--- src/rtl/riscv_l2_arb_pkg.sv ---
// Shared types, defaults and helpers for the L2 port arbiter.
package riscv_l2_arb_pkg;

    // Arbiter FSM: IDLE picks a winner, BUSY owns the L2 port until ready/timeout.
    typedef enum logic {
        IDLE = 1'b0,
        BUSY = 1'b1
    } arb_state_e;

    localparam int unsigned DEFAULT_ADDR_W = 64;
    localparam int unsigned DEFAULT_DATA_W = 64;

    // Width of an index able to address n items; never narrower than one bit.
    function automatic int unsigned port_idx_w(input int unsigned n);
        int unsigned w;
        w = $clog2(n);
        return (w < 1) ? 1 : w;
    endfunction

endpackage

--- src/rtl/riscv_rr_arbiter.sv ---
// Combinational round-robin priority rotate: first request at or above ptr wins.
module riscv_rr_arbiter
    import riscv_l2_arb_pkg::*;
#(
    parameter int unsigned N = 2
) (
    input  logic [N-1:0]               req,
    input  logic [port_idx_w(N)-1:0]   ptr,
    output logic [N-1:0]               grant_onehot,
    output logic [port_idx_w(N)-1:0]   grant_idx
);

    localparam int unsigned IdxW = port_idx_w(N);

    logic              found;
    int unsigned       pos;
    logic [IdxW-1:0]   pos_idx;

    // Scan N positions starting at ptr, wrapping modulo N; keep the first hit.
    always_comb begin
        grant_onehot = '0;
        grant_idx    = '0;
        found        = 1'b0;
        pos          = 0;
        pos_idx      = '0;
        for (int unsigned i = 0; i < N; i++) begin
            pos = 32'(ptr) + i;
            if (pos >= N) begin
                pos = pos - N;
            end
            pos_idx = IdxW'(pos);
            if (!found && req[pos_idx]) begin
                found                 = 1'b1;
                grant_onehot[pos_idx] = 1'b1;
                grant_idx             = pos_idx;
            end
        end
    end

endmodule

--- src/rtl/riscv_l2_port_arbiter.sv ---
// Shares one L2 request port among NUM_PORTS L1 requesters with round-robin
// fairness and a watchdog that returns an error response if L2 never answers.
module riscv_l2_port_arbiter
    import riscv_l2_arb_pkg::*;
#(
    parameter int unsigned NUM_PORTS      = 2,
    parameter int unsigned ADDR_W         = DEFAULT_ADDR_W,
    parameter int unsigned DATA_W         = DEFAULT_DATA_W,
    parameter int unsigned TIMEOUT_CYCLES = 255
) (
    input  logic                          clk,
    input  logic                          rst_n,
    input  logic [NUM_PORTS-1:0]          req_valid,
    input  logic [NUM_PORTS-1:0]          req_write,
    input  logic [NUM_PORTS*ADDR_W-1:0]   req_addr,
    input  logic [NUM_PORTS*DATA_W-1:0]   req_wdata,
    output logic [NUM_PORTS-1:0]          req_ready,
    output logic [NUM_PORTS-1:0]          resp_valid,
    output logic [DATA_W-1:0]             resp_rdata,
    output logic                          resp_err,
    output logic [ADDR_W-1:0]             l2_addr,
    output logic                          l2_read,
    output logic                          l2_write,
    output logic [DATA_W-1:0]             l2_wdata,
    input  logic [DATA_W-1:0]             l2_rdata,
    input  logic                          l2_ready
);

    localparam int unsigned IdxW = port_idx_w(NUM_PORTS);
    localparam int unsigned CntW = port_idx_w(TIMEOUT_CYCLES);

    arb_state_e          state_q, state_d;
    logic [IdxW-1:0]     rr_ptr_q, rr_ptr_d;
    logic [IdxW-1:0]     grant_q, grant_d;
    logic [CntW-1:0]     cnt_q, cnt_d;
    logic                write_q, write_d;
    logic [ADDR_W-1:0]   addr_q, addr_d;
    logic [DATA_W-1:0]   wdata_q, wdata_d;
    logic [NUM_PORTS-1:0] resp_valid_q, resp_valid_d;
    logic [DATA_W-1:0]   resp_rdata_q, resp_rdata_d;
    logic                resp_err_q, resp_err_d;

    logic [NUM_PORTS-1:0] win_onehot;
    logic [IdxW-1:0]      win_idx;
    logic [NUM_PORTS-1:0] grant_q_onehot;
    logic [IdxW-1:0]      next_ptr;
    logic                 timed_out;

    logic [ADDR_W-1:0] addr_arr  [NUM_PORTS];
    logic [DATA_W-1:0] wdata_arr [NUM_PORTS];

    for (genvar p = 0; p < NUM_PORTS; p++) begin : g_unpack
        assign addr_arr[p]  = req_addr[p*ADDR_W +: ADDR_W];
        assign wdata_arr[p] = req_wdata[p*DATA_W +: DATA_W];
    end

    riscv_rr_arbiter #(
        .N (NUM_PORTS)
    ) u_rr_arbiter (
        .req          (req_valid),
        .ptr          (rr_ptr_q),
        .grant_onehot (win_onehot),
        .grant_idx    (win_idx)
    );

    // Decode the owning port and the pointer that follows it.
    always_comb begin
        grant_q_onehot          = '0;
        grant_q_onehot[grant_q] = 1'b1;
        next_ptr  = (grant_q == IdxW'(NUM_PORTS - 1)) ? '0 : grant_q + 1'b1;
        timed_out = (cnt_q == CntW'(TIMEOUT_CYCLES - 1));
    end

    // Next-state: grant in IDLE, finish on l2_ready or watchdog expiry in BUSY.
    always_comb begin
        state_d      = state_q;
        rr_ptr_d     = rr_ptr_q;
        grant_d      = grant_q;
        cnt_d        = cnt_q;
        write_d      = write_q;
        addr_d       = addr_q;
        wdata_d      = wdata_q;
        resp_valid_d = '0;
        resp_rdata_d = '0;
        resp_err_d   = 1'b0;
        unique case (state_q)
            IDLE: begin
                if (|req_valid) begin
                    grant_d = win_idx;
                    write_d = req_write[win_idx];
                    addr_d  = addr_arr[win_idx];
                    wdata_d = wdata_arr[win_idx];
                    cnt_d   = '0;
                    state_d = BUSY;
                end
            end
            BUSY: begin
                if (l2_ready) begin
                    // A ready on the watchdog's last cycle still counts as success.
                    resp_valid_d = grant_q_onehot;
                    resp_rdata_d = write_q ? '0 : l2_rdata;
                    rr_ptr_d     = next_ptr;
                    state_d      = IDLE;
                end else if (timed_out) begin
                    resp_valid_d = grant_q_onehot;
                    resp_err_d   = 1'b1;
                    rr_ptr_d     = next_ptr;
                    state_d      = IDLE;
                end else begin
                    cnt_d = cnt_q + 1'b1;
                end
            end
            default: state_d = IDLE;
        endcase
    end

    // State, latched request and registered response.
    always_ff @(posedge clk or negedge rst_n) begin
        if (!rst_n) begin
            state_q      <= IDLE;
            rr_ptr_q     <= '0;
            grant_q      <= '0;
            cnt_q        <= '0;
            write_q      <= 1'b0;
            addr_q       <= '0;
            wdata_q      <= '0;
            resp_valid_q <= '0;
            resp_rdata_q <= '0;
            resp_err_q   <= 1'b0;
        end else begin
            state_q      <= state_d;
            rr_ptr_q     <= rr_ptr_d;
            grant_q      <= grant_d;
            cnt_q        <= cnt_d;
            write_q      <= write_d;
            addr_q       <= addr_d;
            wdata_q      <= wdata_d;
            resp_valid_q <= resp_valid_d;
            resp_rdata_q <= resp_rdata_d;
            resp_err_q   <= resp_err_d;
        end
    end

    // Outputs; req_ready is gated by rst_n so nothing is accepted while held in reset.
    always_comb begin
        req_ready  = (state_q == IDLE && rst_n) ? win_onehot : '0;
        l2_read    = (state_q == BUSY) && !write_q;
        l2_write   = (state_q == BUSY) && write_q;
        l2_addr    = addr_q;
        l2_wdata   = wdata_q;
        resp_valid = resp_valid_q;
        resp_rdata = resp_rdata_q;
        resp_err   = resp_err_q;
    end

endmodule
--- config.mk ---
export PLATFORM = sky130hd
export DESIGN_NAME = riscv_l2_port_arbiter
export DESIGN_NICKNAME = d
export VERILOG_FILES = /design/src/rtl/riscv_l2_arb_pkg.sv /design/src/rtl/riscv_rr_arbiter.sv /design/src/rtl/riscv_l2_port_arbiter.sv
export SDC_FILE = /design/constraint.sdc
export NUM_CORES = 1
export LEC_CHECK = 0
export ABC_AREA = 1
export BUFFER_PORTS_ARGS = -buffer_cell sky130_fd_sc_hd__buf_2
export CAP_MARGIN = 30
export CORE_AREA = 2 2 207 209
export CTS_BUF_LIST = sky130_fd_sc_hd__clkbuf_8
export CTS_CLUSTER_DIAMETER = 60
export DETAILED_ROUTE_END_ITERATION = 8
export DIE_AREA = 0 0 209 211
export SKIP_CTS_REPAIR_TIMING = 1
export SYNTH_ARGS = -nofsm -noshare
export SYNTH_HDL_FRONTEND = slang
export SYNTH_SLANG_ARGS = --single-unit
--- constraint.sdc ---
create_clock -name clk -period 1.5 [get_ports clk]
set_clock_uncertainty 0.1 [all_clocks]
set_input_delay 0.15 -clock clk [delete_from_list [all_inputs] [get_ports clk]]
set_output_delay 0.15 -clock clk [all_outputs]
set_load 0.01 [all_outputs]
Word-level counts from Yosys, hierarchy flattened
Cells that the tools add are included.
- bits in registers: 207
- input bits: 327
- output and inout bits: 199
- logic and storage cells: 92
- add/sub/neg operators: 5
- magnitude comparators: 10
- eq/ne operators: 4
- multiplexer cells: 46
- bitwise gates (word level): 3
- reductions and logical operators: 14
- operator list (cell ; number):
    $mux 64 ; 9
    $mux 8 ; 3
    $mux 1 ; 23
    $pmux 8 s2 ; 1
    $mux 2 ; 6
    $add 8x1->8 const B ; 1
    $eq 8x8->1 const B ; 1
    $lt 1x2->1 const B ; 4
    $logic_and 1x1->1 ; 7
    $ne 2x2->1 const B ; 3
    $ge 2x2->1 const B ; 2
    $reduce_and 2->1 ; 2
    $demux 1 s1 ; 3
    $ge 1x1->1 const B ; 3
    $reduce_and 3->1 ; 1
    $add 1x1->2 const B ; 1
    $ge 1x2->1 const B ; 1
    $logic_not 1->1 ; 2
    $not 1->2 ; 1
    $or 2x2->2 ; 1
    $pmux 1 s2 ; 1
    $reduce_bool 2->1 ; 1
    $reduce_or 2->1 ; 1
    $sub 1x1->1 const B ; 2
    other kinds (2) ; 2

Depth between registers and ports, before layout
Gate-level depths: netlist of the first run.
- word-level depth: 12
- mapped depth: 9

Hierarchy
From an unflattened synthesis of the first run, not the netlist that was laid out.
- cell total of the unflattened synthesis: 1003
- area, all modules: 8770.9 µm²
- by module, submodules not included (module ; times used ; cells an instance ; area an instance (µm²) ; sequential area each (µm²)):
    riscv_l2_port_arbiter ; 1 ; 998 ; 8742.1 ; 5180.0
    riscv_rr_arbiter ; 1 ; 5 ; 28.8 ; 0.0

Worst setup path after synthesis of the first run
Ideal clock, no wire load.
- path kind: reg-to-reg
- start: register cnt_q[0]
- end: register cnt_q[6]
- arrival time: 1.165 ns
- required time: 1.269 ns
- path slack: 0.103 ns
- stages on the path, launching flop included: 8
- path buffers: 0
- cell sequence: dfrtp_1 inv_1 ha_1 nand2_1 nor2_1 nand2_1 a21oi_4 o21ai_0
- longest elaborated chain between the ends: 4
- elaborated cells between the ends (all ways): 7
- RTL lines (item ; RTL line ; text):
    start, declared ; riscv_l2_port_arbiter.sv:35 ; logic [CntW-1:0] cnt_q, cnt_d;
    start signal, assigned ; riscv_l2_port_arbiter.sv:134 ; cnt_q <= cnt_d;
    $add 8x1->8 ; riscv_l2_port_arbiter.sv:110 ; cnt_d = cnt_q + 1'b1;
    $mux 8 ; riscv_l2_port_arbiter.sv:104 ; end else if (timed_out) begin
    $mux 8 ; riscv_l2_port_arbiter.sv:98 ; if (l2_ready) begin
    $pmux 8 s2 ; riscv_l2_port_arbiter.sv:86 ; unique case (state_q)
Several ways; a longest one is shown, not always the timed one. The select of a mux whose other input is x is not followed.
A chain may end at the register's enable or synchronous reset.

Worst setup path after layout of the first run
- start: register rr_ptr_q
- end: output req_ready[0]
- longest elaborated chain between the ends: 10
- elaborated cells between the ends (all ways): 28
- RTL lines (item ; RTL line ; text):
    start, declared ; riscv_l2_port_arbiter.sv:33 ; logic [IdxW-1:0] rr_ptr_q, rr_ptr_d;
    start signal, assigned ; riscv_l2_port_arbiter.sv:132 ; rr_ptr_q <= rr_ptr_d;
    $add 1x1->2 (tied with other cells) ; riscv_rr_arbiter.sv:27 ; pos = 32'(ptr) + i;
    $ge 2x2->1 (tied with other cells) ; riscv_rr_arbiter.sv:28 ; if (pos >= N) begin
    $mux 1 (tied with other cells) ; riscv_rr_arbiter.sv:28 ;
    $lt 1x2->1 (implied by the code) (tied with other cells) ; riscv_rr_arbiter.sv:34 ; grant_onehot[pos_idx] = 1'b1;
    $logic_and 1x1->1 (implied by the code) or $mux 1 (tied branches) ; riscv_rr_arbiter.sv:34 ;
    $mux 1 (implied by the code) or $demux 1 s1 (tied branches) ; n/a ;
    $demux 1 s1 or $mux 2 (tied branches) ; n/a ;
    $or 2x2->2 (no source line) ; n/a ;
    $mux 2 * ; riscv_rr_arbiter.sv:32 ; if (!found && req[pos_idx]) begin
    $mux 2 * ; riscv_l2_port_arbiter.sv:146 ; req_ready = (state_q == IDLE && rst_n) ? win_onehot : '0;
    end, declared ; riscv_l2_port_arbiter.sv:17 ; output logic [NUM_PORTS-1:0] req_ready,
Mark *: on every way between the ends. The rest lies on a longest branch, timed or not. The select of a mux whose other input is x is not followed.

==> results of run 1 <==
layout by cell type, fill, tap and decap left out, types with 27 or more instances in the layout:
cell type	synthesis	routed
clkbuf_16	0	31
nor2_1	209	102
clkbuf_8	0	40
inv_1	74	91
nor2_4	0	42
dfrtp_1	207	206
nor2_2	0	65
buf_2	40	523
dlygate4sd3_1	0	324
buf_12	0	27
nand2_1	168	155
o21ai_1	143	128
o21ai_2	1	110
power by group through the flow:
stage / clock [mW] / sequential [mW] / combinational [mW]
after floorplan: 0 / 9.09 / 2.65
after global placement: 0 / 8.29 / 7.40
after detailed placement: 0 / 8.35 / 7.46
after CTS: 5.15 / 8.29 / 7.47
after global routing: 5.42 / 8.56 / 12.3
final: 4.97 / 8.42 / 11.6
how the worst min path moves through the flow:
stage | start | end | depth (start not counted)
2_1_floorplan | rst_n | cnt_q[0] | 0
3_3_place_gp | rst_n | resp_rdata[51] | 1
3_5_place_dp | rst_n | resp_rdata[51] | 1
4_1_cts | rst_n | cnt_q[6] | 1
5_1_grt | rst_n | cnt_q[7] | 2
6_report | rst_n | resp_rdata[51] | 2
state kept, by name, indices dropped and copies added, names as in the netlist:
signal      count
l2_addr        64
l2_wdata       64
resp_rdata     64
cnt_q           8
resp_valid      2
grant_q         1
resp_err        1
rr_ptr_q        1
state_q         1
write_q         1
layout make-up:
class / count / share of cell area
Timing Repair Buffer: 974 / 0.424
Sequential cell: 207 / 0.275
Clock buffer: 40 / 0.0292
Multi-Input combinational cell: 660 / 0.210
Inverter: 78 / 0.0172
Clock inverter: 20 / 0.00557
Timing Repair inverter: 4 / 0.00391
Tap cell: 539 / 0.0358
Antenna cell: 1 / 0.000133
kinds of logic after synthesis:
group           synth area share
simple gates               0.171
compound gates             0.157
buf+inv                   0.0683
flops                      0.599
fa+ha+maj                0.00289
xor+xnor                 0.00101
metal layers:
metal	wire [um]	global-route usage	share of wire	vias to the layer above
met4	2890	0.0618	0.058	0
met2	25000	0.257	0.50	799
met1	18100	0.163	0.36	5505
met3	4190	0.0559	0.084	210
li1	-	-	-	5142
met5	0	0	0	-
critical path: stages (launching register included):
cell and delay [ns]:
dfrtp_1 0.42, buf_6 0.14, nand2_4 0.05, nand2_2 0.04, nor3_2 0.17, buf_2 0.16
per-stage QoR:
stage	setup TNS (ns)	utilization	cells	setup slack (ns)	hold slack, ns
floorplan	0	-	1007	0.103	-0.246
global route	-19.12	0.452	2523	-0.398	0.101
global placement	-0.0727	0.295	2064	-0.0239	-0.128
CTS	-2.52	0.311	2124	-0.569	-0.758
finish	-10.97	0.452	2523	-0.285	0.0949
detailed placement	-0.632	0.295	2064	-0.0539	-0.127
==> impl_table.tex, run 1 <==
\begin{tabular}{lr}
\hline
Metric & Value \\
\hline
\multicolumn{2}{l}{\textbf{Critical path}} \\
\quad End point of the critical path & req\_ready[0] \\
\quad Data required time of the critical path & 1.25 ns \\
\quad Worst R2R Path Depth & 7 \\
\quad Setup crit start & rr\_ptr\_q \\
\quad Endpoint of the worst-slack reg-to-reg timing path & l2\_addr[8] \\
\quad Kind of end point of the critical path & primary output \\
\quad Startpoint type of the worst setup path & flop \\
\quad Flop-to-flop setup slack & -0.17 ns \\
\quad Crit Reg-Reg Startpoint & rr\_ptr\_q \\
\quad Maximum net fanout on the critical path & 2 \\
\quad WS Path Type & flop to primary output \\
\quad Signal arrival time at the worst endpoint & 1.53 ns \\
\multicolumn{2}{l}{\textbf{Power and ir drop}} \\
\quad Combinational group share of total power & 0.463 \\
\quad Total internal power & 15.3 mW \\
\quad Leakage dissipation & 9.41 nW \\
\quad Pwr dens & 1320 nW/um\^{}2 \\
\quad Tot Pwr & 25.0 mW \\
\quad Net Sw Frac & 0.387 \\
\quad Clock power frac & 0.199 \\
\quad Flop pwr share & 0.337 \\
\quad Sw Pwr & 9.66 mW \\
\quad Peak ir drop on the vdd network & 0.839 mV \\
\multicolumn{2}{l}{\textbf{Synth}} \\
\quad Synth async-reset ratio & 1.00 \\
\quad Mean instance size in the synthesized netlist & 8.58 um\^{}2 \\
\quad Ranking of synthesized cells by instance count & 209 x nor2\_1, 207 x dfrtp\_1, 168 x nand2\_1 \\
\quad Cell area after synthesis & 8640 um\^{}2 \\
\quad Area contributors post-synth & dfrtp\_1 60\%, nor2\_1 9.1\%, o21ai\_1 8.3\%, nand2\_1 7.3\%, o21ai\_0 6.9\% \\
\quad Count of mapped cells out of synthesis & 1007 \\
\quad Post-synth net total & 1336 \\
\quad Post-synthesis sequential area ratio & 0.599 \\
\quad Seq cells post-synth & 207 \\
\quad Top cell type's share of synthesized area & 0.599 \\
\quad Cell type contributing the most total cell area after synthesis & dfrtp\_1 \\
\quad Flip-flop cell with the highest count after synthesis & dfrtp\_1 \\
\quad Distinct cell type count after synthesis & 19 \\
\quad Total of warnings raised by yosys & 0 \\
\quad Cell with the most instances after synthesis & nor2\_1 \\
\quad Number of enable-type register cells in the synthesized netlist & 0 \\
\multicolumn{2}{l}{\textbf{Finish}} \\
\quad Area used by multi-input combinational logic & 3960 um\^{}2 \\
\quad Share of final-layout standard cells stronger than drive strength 1 & 0.478 \\
\quad Nets & 2292 \\
\quad FF+latch area & 5180 um\^{}2 \\
\quad Area growth from synthesis to layout & 118\% \\
\quad Final instance area & 18900 um\^{}2 \\
\quad Filler instances & 3589 \\
\multicolumn{2}{l}{\textbf{Clock network}} \\
\quad CTS tree & done \\
\quad Root buffer cell & clkbuf\_8 \\
\quad Buffer depth of the longest clock path & 3 \\
\quad Clock buffer count from CTS & 38 \\
\quad Number of sinks driven by the clock tree & 207 \\
\quad CTS H-tree lvls & 2 \\
\quad Clock latency on the worst-skew pair & 0.56 ns \\
\quad Clock slew at the register clock pins of the worst setup and hold paths & 0.06 ns \\
\multicolumn{2}{l}{\textbf{Floorplanning}} \\
\quad Die W & 209 um \\
\quad Core area & 41800 um\^{}2 \\
\quad Initial Util & 0.207 \\
\quad DIE HEIGHT & 211 um \\
\quad Full die area & 44100 um\^{}2 \\
\quad Number of placement rows & 75 \\
\quad Ports & 526 \\
\multicolumn{2}{l}{\textbf{STA}} \\
\quad Highest clock frequency the design can meet & 560 MHz \\
\quad Relative max-transition margin & 0.494 \\
\quad Max-slew violation count & 0 \\
\quad Clock period minus final worst setup slack & 1.78 ns \\
\quad Transition time at the pin with the least slew margin & 0.757 ns \\
\quad Portion of the clock cycle consumed by the worst path in the final layout & 1.19 \\
\quad Setup violators final & 129 \\
\quad Final setup slack of the worst path & -0.285 ns \\
\quad Hold Fails Final Rpt & 0 \\
\quad RSZ-0062 raised after global routing & true \\
\multicolumn{2}{l}{\textbf{Status}} \\
\quad Run status & finished, violations left \\
\quad Violations in the final reports & negative setup slack \\
\multicolumn{2}{l}{\textbf{Drt}} \\
\quad Number of vias after detailed routing & 11700 \\
\quad Number of detailed-routing iterations run before antenna repair & 5 \\
\quad WL per Instance & 19.9 um \\
\quad Remaining design rule violation count & 0 \\
\quad Number of vias per cell & 4.62 \\
\quad Initial drt markers & 938 \\
\quad Final antenna-violating net count & 0 \\
\quad Wire length after detailed routing & 50200 um \\
\multicolumn{2}{l}{\textbf{Global route}} \\
\quad Antenna violations before repair & 1 \\
\quad Global-route wire length before repair & 50600 um \\
\quad Pin count of the biggest net entering global routing & 87 \\
\quad Global Route Usage Sum & 0.148 \\
\quad Total global routing overflow & 0 \\
\quad Vias in the first global route & 9105 \\
\multicolumn{2}{l}{\textbf{Min path}} \\
\quad Kind of path behind the tightest hold check & input pin to asynchronous set/reset pin \\
\multicolumn{2}{l}{\textbf{Placement}} \\
\quad Global placement routability congestion & 0.848 \\
\quad Cell area after placement & 12300 um\^{}2 \\
\quad Quantity of I/O buffers inserted on ports & 525 \\
\quad Detailed Place HPWL & 26500 um \\
\multicolumn{2}{l}{\textbf{Run}} \\
\quad Max-capacitance violation count & 0 \\
\hline
\end{tabular}
(Power assumes the default switching activity.)
==> run 2: changes to the inputs <==
==> constraint.sdc (replaced) <==
create_clock -name clk -period 1.5 [get_ports clk]
set_clock_uncertainty 0.1 [all_clocks]
set_input_delay 0.3 -clock clk [delete_from_list [all_inputs] [get_ports clk]]
set_output_delay 0.3 -clock clk [all_outputs]
set_load 0.01 [all_outputs]
==> impl_table.tex, run 2 (synthesis results as in run 1) <==
\begin{tabular}{lr}
\hline
Metric & Value \\
\hline
\multicolumn{2}{l}{\textbf{STA}} \\
\quad Highest clock frequency the design can meet & 534 MHz \\
\quad Max-slew violation count & 0 \\
\quad Relative max-transition margin & 0.638 \\
\quad Transition time at the pin with the least slew margin & 0.543 ns \\
\quad Setup violators final & 199 \\
\quad Clock period minus final worst setup slack & 1.87 ns \\
\quad Portion of the clock cycle consumed by the worst path in the final layout & 1.25 \\
\quad Hold Fails Final Rpt & 0 \\
\quad Worst Hold Slack & 0.0682 ns \\
\quad RSZ-0062 raised after global routing & true \\
\quad Final setup slack of the worst path & -0.371 ns \\
\multicolumn{2}{l}{\textbf{Global route}} \\
\quad Total global routing overflow & 0 \\
\quad Antenna violations before repair & 1 \\
\quad Vias in the first global route & 9164 \\
\quad Global Route Usage Sum & 0.150 \\
\quad Pin count of the biggest net entering global routing & 86 \\
\quad Global-route wire length before repair & 51000 um \\
\multicolumn{2}{l}{\textbf{Critical path}} \\
\quad Data required time of the critical path & 1.10 ns \\
\quad Startpoint type of the worst setup path & flop \\
\quad Worst path max stage delay & 0.39 ns \\
\quad Signal arrival time at the worst endpoint & 1.47 ns \\
\quad Kind of end point of the critical path & primary output \\
\quad Maximum net fanout on the critical path & 10 \\
\quad Buffers plus inverters on the worst setup path & 2 \\
\quad WS Path Type & flop to primary output \\
\quad Ordered list of cells on the worst path & buf\_6, nor3\_2, buf\_2 \\
\quad Cell at the slowest stage of the critical path & dfrtp\_1 \\
\quad Cell family contributing the most delay on the critical path & flip-flops \\
\multicolumn{2}{l}{\textbf{Status}} \\
\quad Violations in the final reports & negative setup slack \\
\quad Run status & finished, violations left \\
\multicolumn{2}{l}{\textbf{Finish}} \\
\quad Area growth from synthesis to layout & 126\% \\
\quad Filler instances & 3528 \\
\quad Commonest cells after routing, fill and taps aside & 451 x buf\_2, 323 x dlygate4sd3\_1, 207 x dfrtp\_1 \\
\quad Commonest non-fill, non-tap cell in the layout & buf\_2 \\
\quad Share of final-layout standard cells stronger than drive strength 1 & 0.482 \\
\quad Nets & 2323 \\
\multicolumn{2}{l}{\textbf{Power and ir drop}} \\
\quad Peak ir drop on the vdd network & 0.733 mV \\
\quad Leakage dissipation & 9.66 nW \\
\quad Pwr dens & 1370 nW/um\^{}2 \\
\multicolumn{2}{l}{\textbf{Drt}} \\
\quad WL per Instance & 20.9 um \\
\quad Number of vias per cell & 4.67 \\
\quad Remaining design rule violation count & 0 \\
\quad Number of detailed-routing iterations run before antenna repair & 5 \\
\quad Final antenna-violating net count & 0 \\
\quad Initial drt markers & 930 \\
\quad Wire length after detailed routing & 53500 um \\
\quad Number of vias after detailed routing & 12000 \\
\multicolumn{2}{l}{\textbf{Floorplanning}} \\
\quad DIE HEIGHT & 211 um \\
\quad Full die area & 44100 um\^{}2 \\
\quad Die W & 209 um \\
\quad Ports & 526 \\
\quad Core area & 41800 um\^{}2 \\
\quad Initial Util & 0.207 \\
\quad Number of placement rows & 75 \\
\multicolumn{2}{l}{\textbf{Run}} \\
\quad Max-capacitance violation count & 0 \\
\multicolumn{2}{l}{\textbf{Clock network}} \\
\quad Clock latency on the worst-skew pair & 0.58 ns \\
\quad CTS H-tree lvls & 2 \\
\quad CTS tree & done \\
\quad Root buffer cell & clkbuf\_8 \\
\quad Number of sinks driven by the clock tree & 207 \\
\quad Buffer depth of the longest clock path & 3 \\
\quad Clock slew at the register clock pins of the worst setup and hold paths & 0.06 ns \\
\quad Clock buffer count from CTS & 38 \\
\multicolumn{2}{l}{\textbf{Placement}} \\
\quad Global placement routability congestion & 0.809 \\
\quad Pre-CTS setup slack & -0.250 ns \\
\quad Detailed Place HPWL & 26000 um \\
\quad Quantity of I/O buffers inserted on ports & 525 \\
\multicolumn{2}{l}{\textbf{Min path}} \\
\quad Kind of path behind the tightest hold check & input pin to flop \\
\hline
\end{tabular}
## run 2: cell types whose count changed in the layout (fill, tap and decap cells not counted), sizes merged
cell         delta
bufinv          -1
dlygate4sd3     -1
diode           +5
clkinvlp        -1
clkinv          -1
buf            +39
## run 2: path summary, 6_finish.rpt
kind                                from  slack, ns  depth (start not counted)             end
min in group asynchronous          rst_n       0.17                          3  resp_rdata[52]
max in group asynchronous          rst_n       0.31                          4    l2_wdata[60]
max reg2reg                     rr_ptr_q      -0.27                          8     l2_addr[34]
max                              state_q      -0.37                          3    req_ready[1]
min                        req_wdata[18]       0.07                          4    l2_wdata[18]
min reg2reg                 l2_wdata[46]       0.38                          2    l2_wdata[46]
## run 2: report_power, final
group | switching [mW] | leakage [nW] | internal (mW)
combinational | 6.53 | 6.61 | 6.44
clock | 2.49 | 0.422 | 2.71
sequential | 1.23 | 2.62 | 7.33
total | 10.3 | 9.66 | 16.5
## run 2: layer usage
layer | up-vias | track usage | wire, um
met2 | 850 | 0.263 | 26200
met3 | 259 | 0.0562 | 4560
met5 | - | 0 | 0
li1 | 5197 | - | -
met1 | 5661 | 0.168 | 18900
met4 | 0 | 0.0470 | 3790
## run 2: final cells by class
class                           count  area, um^2  area share
Inverter                           78         332      0.0170
Antenna cell                        6        15.0    0.000769
Clock buffer                       45         619      0.0317
Multi-Input combinational cell    660        4030       0.206
Timing Repair inverter              2        28.8     0.00147
Tap cell                          539         674      0.0345
Clock inverter                     19        82.6     0.00423
Sequential cell                   207        5180       0.265
Timing Repair Buffer             1007        8560       0.438
## run 2: per-stage QoR
step	area (um^2)	util	power, mW	cells	TNS, ns
floorplan	8640	-	11.7	1007	0
global placement	12200	0.293	15.6	2057	-15.13
detailed placement	12200	0.293	15.7	2057	-19.16
CTS	12900	0.309	21.0	2121	-20.72
global route	19500	0.467	28.0	2557	-37.05
finish	19500	0.468	26.7	2563	-20.05
## run 2: worst reg2reg max path, cell delays in order (launching register included)
cell and delay [ns]:
dfrtp_1 0.41, o21ai_4 0.16, buf_12 0.12, buf_16 0.16, buf_6 0.13, clkbuf_16 0.15
clkbuf_16 0.18, o21ai_1 0.07, o21ai_1 0.20
==> run 3: changes to the inputs <==
- CELL_PAD_IN_SITES_DETAIL_PLACEMENT: unset -> 2
- CELL_PAD_IN_SITES_GLOBAL_PLACEMENT: unset -> 2
- CORE_AREA: 2 2 207 209 -> 2 2 203 205
- DIE_AREA: 0 0 209 211 -> 0 0 205 207
- PLACE_DENSITY_LB_ADDON: unset -> 0.1
==> impl_table.tex, run 3 (synthesis results as in run 1) <==
\begin{tabular}{lr}
\hline
Metric & Value \\
\hline
\multicolumn{2}{l}{\textbf{Placement}} \\
\quad Pre-CTS setup slack & -0.0798 ns \\
\quad Global placement routability congestion & 0.782 \\
\quad Detailed Place HPWL & 32300 um \\
\quad Cell area after placement & 12300 um\^{}2 \\
\quad Quantity of I/O buffers inserted on ports & 525 \\
\multicolumn{2}{l}{\textbf{Floorplanning}} \\
\quad Core area & 40400 um\^{}2 \\
\quad Full die area & 42400 um\^{}2 \\
\quad Ports & 526 \\
\quad DIE HEIGHT & 207 um \\
\quad Die W & 205 um \\
\quad Initial Util & 0.214 \\
\quad Number of placement rows & 74 \\
\multicolumn{2}{l}{\textbf{Critical path}} \\
\quad Worst R2R Path Depth & 9 \\
\quad Cell mode on critical path & nand2\_2 \\
\quad Cell at the slowest stage of the critical path & dfrtp\_1 \\
\quad Endpoint of the worst-slack reg-to-reg timing path & l2\_addr[2] \\
\quad Flop-to-flop setup slack & -0.27 ns \\
\quad Kind of end point of the critical path & primary output \\
\quad Data required time of the critical path & 1.10 ns \\
\quad Maximum net fanout on the critical path & 2 \\
\quad Ordered list of cells on the worst path & buf\_6, nand2\_2, nand2\_2, nor3\_2, buf\_2 \\
\quad Worst path max stage delay & 0.43 ns \\
\quad WS Path Type & flop to primary output \\
\quad Crit Reg-Reg Startpoint & state\_q \\
\quad Signal arrival time at the worst endpoint & 1.52 ns \\
\quad Startpoint type of the worst setup path & flop \\
\multicolumn{2}{l}{\textbf{Finish}} \\
\quad Final core utilization & 0.481 \\
\quad Share of final-layout standard cells stronger than drive strength 1 & 0.455 \\
\quad Final instance area & 19400 um\^{}2 \\
\quad Commonest non-fill, non-tap cell in the layout & buf\_2 \\
\quad Area growth from synthesis to layout & 125\% \\
\quad Commonest cells after routing, fill and taps aside & 396 x buf\_2, 324 x dlygate4sd3\_1, 207 x dfrtp\_1 \\
\quad Nets & 2328 \\
\multicolumn{2}{l}{\textbf{Clock network}} \\
\quad Buffer depth of the longest clock path & 3 \\
\quad Clock latency on the worst-skew pair & 0.58 ns \\
\quad Number of sinks driven by the clock tree & 207 \\
\quad CTS H-tree lvls & 2 \\
\quad CTS tree & done \\
\quad Clock buffer count from CTS & 43 \\
\quad Clock slew at the register clock pins of the worst setup and hold paths & 0.06 ns \\
\quad Root buffer cell & clkbuf\_8 \\
\multicolumn{2}{l}{\textbf{Global route}} \\
\quad Global Route Usage Sum & 0.200 \\
\quad Vias in the first global route & 10300 \\
\quad Antenna violations before repair & 7 \\
\quad Global-route wire length before repair & 64300 um \\
\quad Total global routing overflow & 0 \\
\quad Pin count of the biggest net entering global routing & 63 \\
\multicolumn{2}{l}{\textbf{Drt}} \\
\quad Sum of met2 wire segment lengths after detailed routing & 33000 um \\
\quad Remaining design rule violation count & 0 \\
\quad Number of vias after detailed routing & 11700 \\
\quad Wire length after detailed routing & 62200 um \\
\quad Initial drt markers & 409 \\
\quad Final antenna-violating net count & 0 \\
\quad Routed length on met1 & 22700 um \\
\quad WL per Instance & 24.2 um \\
\quad Wire length on met3 & 4370 um \\
\quad DR top layer & met4 \\
\quad Number of detailed-routing iterations run before antenna repair & 6 \\
\quad Number of vias per cell & 4.55 \\
\multicolumn{2}{l}{\textbf{STA}} \\
\quad Highest clock frequency the design can meet & 522 MHz \\
\quad Clock period minus final worst setup slack & 1.92 ns \\
\quad Portion of the clock cycle consumed by the worst path in the final layout & 1.28 \\
\quad Max-slew violation count & 0 \\
\quad RSZ-0062 raised after global routing & true \\
\quad Relative max-transition margin & 0.723 \\
\quad Setup violators final & 232 \\
\quad Hold Fails Final Rpt & 0 \\
\quad Final TNS setup & -18.95 ns \\
\quad Transition time at the pin with the least slew margin & 0.415 ns \\
\quad Final setup slack of the worst path & -0.416 ns \\
\multicolumn{2}{l}{\textbf{Power and ir drop}} \\
\quad Tot Pwr & 29.0 mW \\
\quad Peak ir drop on the vdd network & 0.579 mV \\
\quad Pwr dens & 1490 nW/um\^{}2 \\
\quad Leakage dissipation & 9.72 nW \\
\multicolumn{2}{l}{\textbf{Status}} \\
\quad Violations in the final reports & negative setup slack \\
\quad Run status & finished, violations left \\
\multicolumn{2}{l}{\textbf{Run}} \\
\quad Max-capacitance violation count & 0 \\
\multicolumn{2}{l}{\textbf{Min path}} \\
\quad Kind of path behind the tightest hold check & input pin to asynchronous set/reset pin \\
\hline
\end{tabular}
-- run 3: critical path: cells and delay by family (launching register included) --
kind | cells | cell delay [ns]
buffers and inverters | 2 | 0.30
flip-flops | 1 | 0.43
AND/OR/NAND/NOR | 3 | 0.21
-- run 3: how the worst max path moves through the flow --
stage                      start            to  slack, ns  cells after the start
floorplan               cnt_q[0]      cnt_q[6]       0.10                      7
global placement    req_valid[0]      cnt_q[4]      -0.03                      6
detailed placement  req_valid[0]   l2_wdata[9]      -0.08                      7
CTS                     rr_ptr_q  req_ready[1]      -0.58                      4
global route            rr_ptr_q  req_ready[0]      -0.50                      5
finish                  rr_ptr_q  req_ready[0]      -0.42                      5
-- run 3: metal layers --
metal  GRT usage  up-vias
met5           0        -
met4      0.0600        0
met3      0.0875      146
met2       0.338      493
met1       0.225     5838
li1            -     5207
-- run 3: area by class of cell --
| cell class | instances | area [um^2] |
|---|---|---|
| diodes | 7 | 17.5 |
| flip-flops and latches | 207 | 5180 |
| well taps | 532 | 666 |
| clock buffers | 56 | 771 |
| clock inverters | 19 | 105 |
| repair buffers | 1009 | 8740 |
| inverters | 78 | 303 |
| multi-input cells | 660 | 3630 |
| fillers | 4265 | 21000 |
-- run 3: report_power, final --
group,internal [mW],switching [mW]
registers,7.34,1.39
logic,7.02,6.84
clock network,3.49,2.88
-- run 3: per-stage QoR --
stage,hold WS [ns],std cells
after floorplan,-0.0956,1007
after global placement,0.171,2059
after detailed placement,0.170,2059
after CTS,-0.489,2134
after global routing,0.156,2568
final,0.170,2568
